## src/rtl/fifo_uart_tx_pkg.sv

```systemverilog
// Shared definitions for the FIFO-fed UART transmitter: state encoding,
// parity-type constants and the default word width.
package fifo_uart_tx_pkg;

  typedef enum logic [2:0] {
    ST_IDLE   = 3'd0,
    ST_START  = 3'd1,
    ST_DATA   = 3'd2,
    ST_PARITY = 3'd3,
    ST_STOP   = 3'd4
  } state_t;

  localparam logic PAR_EVEN = 1'b0;
  localparam logic PAR_ODD  = 1'b1;

  localparam int DEF_DATA_WIDTH = 8;

endpackage

```

## src/rtl/tx_parity_calc.sv

```systemverilog
// Combinational parity over a captured word; also used by the receive path
// to check incoming frames.
module tx_parity_calc
  import fifo_uart_tx_pkg::*;
#(
  parameter int DATA_WIDTH = DEF_DATA_WIDTH
) (
  input  logic [DATA_WIDTH-1:0] data,
  input  logic                  par_typ,
  output logic                  parity
);

  assign parity = (par_typ == PAR_ODD) ? ~^data : ^data;

endmodule

```

## src/rtl/fifo_uart_tx.sv

```systemverilog
// UART transmitter on the FIFO read side: pops a word whenever the FIFO is
// non-empty and the line is free, then shifts it out one bit per clock.
module fifo_uart_tx
  import fifo_uart_tx_pkg::*;
#(
  parameter int DATA_WIDTH = DEF_DATA_WIDTH,
  parameter int CNT_WIDTH  = $clog2(DATA_WIDTH)
) (
  input  logic                  CLK,
  input  logic                  RST,
  input  logic [DATA_WIDTH-1:0] FIFO_DATA,
  input  logic                  FIFO_EMPTY,
  input  logic                  PAR_EN,
  input  logic                  PAR_TYP,
  output logic                  FIFO_INC,
  output logic                  TX_OUT,
  output logic                  BUSY
);

  localparam logic [CNT_WIDTH-1:0] LAST_IDX = CNT_WIDTH'(DATA_WIDTH - 1);

  state_t                  state, state_nx;
  logic [DATA_WIDTH-1:0]   data_q, data_nx;
  logic [CNT_WIDTH-1:0]    idx, idx_nx;
  logic                    par_en_q, par_en_nx;
  logic                    par_typ_q, par_typ_nx;
  logic                    tx_nx, busy_nx;
  logic                    parity;

  // Popping is allowed in STOP so consecutive frames run with no idle gap.
  assign FIFO_INC = RST & ~FIFO_EMPTY & ((state == ST_IDLE) | (state == ST_STOP));

  tx_parity_calc #(
    .DATA_WIDTH(DATA_WIDTH)
  ) u_parity (
    .data    (data_q),
    .par_typ (par_typ_q),
    .parity  (parity)
  );

  always_comb begin
    state_nx   = state;
    data_nx    = data_q;
    idx_nx     = idx;
    par_en_nx  = par_en_q;
    par_typ_nx = par_typ_q;
    case (state)
      ST_IDLE, ST_STOP: begin
        if (FIFO_INC) begin
          state_nx   = ST_START;
          data_nx    = FIFO_DATA;
          par_en_nx  = PAR_EN;
          par_typ_nx = PAR_TYP;
        end else begin
          state_nx = ST_IDLE;
        end
      end
      ST_START: begin
        state_nx = ST_DATA;
        idx_nx   = '0;
      end
      ST_DATA: begin
        if (idx == LAST_IDX) state_nx = par_en_q ? ST_PARITY : ST_STOP;
        else                 idx_nx   = idx + CNT_WIDTH'(1);
      end
      ST_PARITY: state_nx = ST_STOP;
      default:   state_nx = ST_IDLE;
    endcase
  end

  // Line level and busy are decoded from the next state so the registered
  // outputs change exactly on the state boundary.
  always_comb begin
    tx_nx = 1'b1;
    case (state_nx)
      ST_START:  tx_nx = 1'b0;
      ST_DATA:   tx_nx = data_q[idx_nx];
      ST_PARITY: tx_nx = parity;
      default:   tx_nx = 1'b1;
    endcase
    busy_nx = (state_nx != ST_IDLE);
  end

  always_ff @(posedge CLK or negedge RST) begin
    if (!RST) begin
      state     <= ST_IDLE;
      data_q    <= '0;
      idx       <= '0;
      par_en_q  <= 1'b0;
      par_typ_q <= PAR_EVEN;
      TX_OUT    <= 1'b1;
      BUSY      <= 1'b0;
    end else begin
      state     <= state_nx;
      data_q    <= data_nx;
      idx       <= idx_nx;
      par_en_q  <= par_en_nx;
      par_typ_q <= par_typ_nx;
      TX_OUT    <= tx_nx;
      BUSY      <= busy_nx;
    end
  end

endmodule

```

## config.mk

```make
export PLATFORM = sky130hd
export DESIGN_NAME = fifo_uart_tx
export DESIGN_NICKNAME = d
export VERILOG_FILES = /design/src/rtl/fifo_uart_tx_pkg.sv /design/src/rtl/tx_parity_calc.sv /design/src/rtl/fifo_uart_tx.sv
export SDC_FILE = /design/constraint.sdc
export NUM_CORES = 1
export LEC_CHECK = 0
export CORE_UTILIZATION = 55
export DETAILED_ROUTE_END_ITERATION = 10
export GPL_TIMING_DRIVEN = 0
export HOLD_SLACK_MARGIN = 0.03
export PLACE_DENSITY = 0.86
export REMOVE_ABC_BUFFERS = 1
export SYNTH_ARGS = -nofsm -noshare
export SYNTH_HDL_FRONTEND = slang
export SYNTH_SLANG_ARGS = --single-unit
```

## constraint.sdc

```tcl
create_clock -name CLK -period 3.7 [get_ports CLK]
set_input_delay 0.37 -clock CLK [delete_from_list [all_inputs] [get_ports CLK]]
set_output_delay 0.37 -clock CLK [all_outputs]
set_load 0.05 [all_outputs]
```

==> flow_summary.ini <==
[run_status]
status = completed

[sta]
period_needed_ns = 3.44
slew_headroom = 0.459
final_hold_viol_count = 0
setup_viol = 0
tightest_slew_ns = 0.809
fmax_mhz = 291
fin_crit_sh = 0.929
grt_setup_unrepaired = no
slew_violations = 0
setup_slack_ns = 0.261
skew_ns = 0.00791

[clock_network]
cts_buffer_depth = 2
htreeDepth = 1
cts.sinks = 18
cts_tree = built
clock_latency_ns = 0.29
cts_made_buffers = 3
ctsHoldBuffers = 0
clkTransAtPathRegs_ns = 0.10
root_buffer = clkbuf_4

[drt]
drc_errors = 0
dr.pass1.iters = 4
via_count = 735
wl_per_cell_microns = 15.2
drt_iter0_markers = 20
wirelength_mm = 1.82
vias_per_cell = 6.13
antenna_left = 0

[logic_synthesis]
synth.distinct_cells = 34
ys.warnings.count = 0
synth_area_leaders = dfrtp_1, mux2_2, xnor2_1
synth_top_cell_by_area = dfrtp_1
ys_ff_latch = 18
synth_top_area_frac = 0.442
netlist_area_sq_um = 963
synth-edff-count = 0
synth_cells = 86
ys_seq_area_frac = 0.469
synthArstFlopShare = 1.00
syn_area_per_cell_sq_um = 11.2
ys.flop_type = dfrtp_1

[setup_path]
crit_chain = clkdlybuf4s50_1 > nor4b_4 > clkdlybuf4s50_1
r2r_cells = 5
max_stage_delay_ns = 1.00
path_max_fanout = 19
critPathCaptureType = primary output
rr_startpoint = state[1]
path_buf_inv = 2
cp.required_ns = 3.33
r2r_setup_slack_ns = 1.78
regToRegEndpoint = TX_OUT
start_kind = input port
crit_path_frequent_cell = clkdlybuf4s50_1
arrival_ns = 3.07
crit_type = in2out
cp_slowest_cell = clkdlybuf4s50_1
cp_top_family = buffers and inverters

[final_layout]
final_cell_mix = dfrtp_1, clkdlybuf4s50_1, mux2_2
final_common_cell = dfrtp_1
fin_nets = 119
drive_gt1_frac = 0.202
final_cells = 120
antenna_cells = 0
synthToLayoutAreaGrowth_pct = 20.8

[power]
seqPwrFrac = 0.365
p_switching_uw = 419
power.share.clock = 0.096
leakagePower_nw = 0.471
switching_share = 0.407
power.density_nw_per_um2 = 884
max-vdd-ir-drop_mv = 0.437
internal-power_uw = 610
combPwrFrac = 0.539
power_mw = 1.03

[floorplan]
io_pins = 16
dieArea_sq_um = 1920
die_w_microns = 43.9
core-area_sq_um = 1580
num_rows = 14
die_h_microns = 43.9
start_util = 0.611

[global_route]
overflow = 0
grt_pass1_vias = 752
antenna_found_initial = 0
grt_max_degree = 20
grt_use_total = 0.226
grt_pass1_wl_mm = 3.17

[placement]
dp_cells = 116
port_buffers = 15
place_ws_ns = -0.211
dp_hpwl_mm = 1.38
place.gp.congestion = 0.866

[worst_hold_path]
hold_class = in2async

[job]
maxCapViolations = 0
metal layers:
metal,GRT usage,up-vias,wire length [microns]
met2,0.367,25,873
met1,0.286,348,830
met4,0.139,0,44
met5,0,-,0
li1,-,351,-
met3,0.0292,11,73
logic make-up after synthesis:
logic type	count (synthesis)	synth area share
flip-flops	18	0.469
buffers and inverters	4	0.0169
AND/OR/NAND/NOR	27	0.171
AO/OA/AOI/OAI	18	0.140
multiplexers	10	0.117
adder cells (fa/ha/maj)	1	0.0130
XOR/XNOR	8	0.0727
worst max-delay path by stage:
stage	slack, ns	cells past startpoint	startpoint	end
floorplan	1.09	5	state[1]	TX_OUT
global placement	-0.16	3	RST	FIFO_INC
detailed placement	-0.21	3	RST	FIFO_INC
CTS	0.17	3	RST	FIFO_INC
global route	0.04	3	RST	FIFO_INC
finish	0.26	3	RST	FIFO_INC
layout make-up:
cell class | instances | area [sq um]
Tap cell | 16 | 20.0
Sequential cell | 18 | 452
Timing Repair Buffer | 15 | 150
Multi-Input combinational cell | 64 | 504
Inverter | 3 | 11.3
Fill cell | 118 | 413
Clock buffer | 4 | 26.3
registers in the layout (all words and copies together), names as in the netlist:
name and flops:
par_en_q 1, BUSY 1, idx 3, state 3
TX_OUT 1, data_q 8, par_typ_q 1
cells in the mapped netlist (all sizes together) (2+ instances only):
cell type and instances:
nand3 9, xnor2 6, xor2 2, mux2 10, o21ai 5, a32oi 2
a21oi 3, nor2b 2, nand4b 2, nand2 2, inv 2, nor2 7
dfrtp 17
power by group through the flow:
stage / Combinational (mW) / Clock (mW) / Sequential, mW
4_1_cts: 0.553 / 0.101 / 0.377
5_1_grt: 0.608 / 0.107 / 0.390
6_report: 0.555 / 0.0983 / 0.376
2_1_floorplan: 0.409 / 0 / 0.395
3_3_place_gp: 0.530 / 0 / 0.374
3_5_place_dp: 0.550 / 0 / 0.378
metrics by stage:
| stage | area (sq um) | util | setup TNS [ns] | hold slack (ns) |
|---|---|---|---|---|
| after floorplan | 958 | - | 0 | 0.0744 |
| after global placement | 1130 | 0.716 | -0.161 | 0.518 |
| after detailed placement | 1130 | 0.716 | -0.211 | 0.522 |
| after CTS | 1160 | 0.738 | 0 | 0.545 |
| after global routing | 1160 | 0.738 | 0 | 0.577 |
| final | 1160 | 0.738 | 0 | 0.539 |
timing repair:
action,in CTS,in global routing
setup buffers,0,0
gates resized for setup,1,0
endpoints found under the setup margin,1,0
Power figures use the tool's default switching activity.
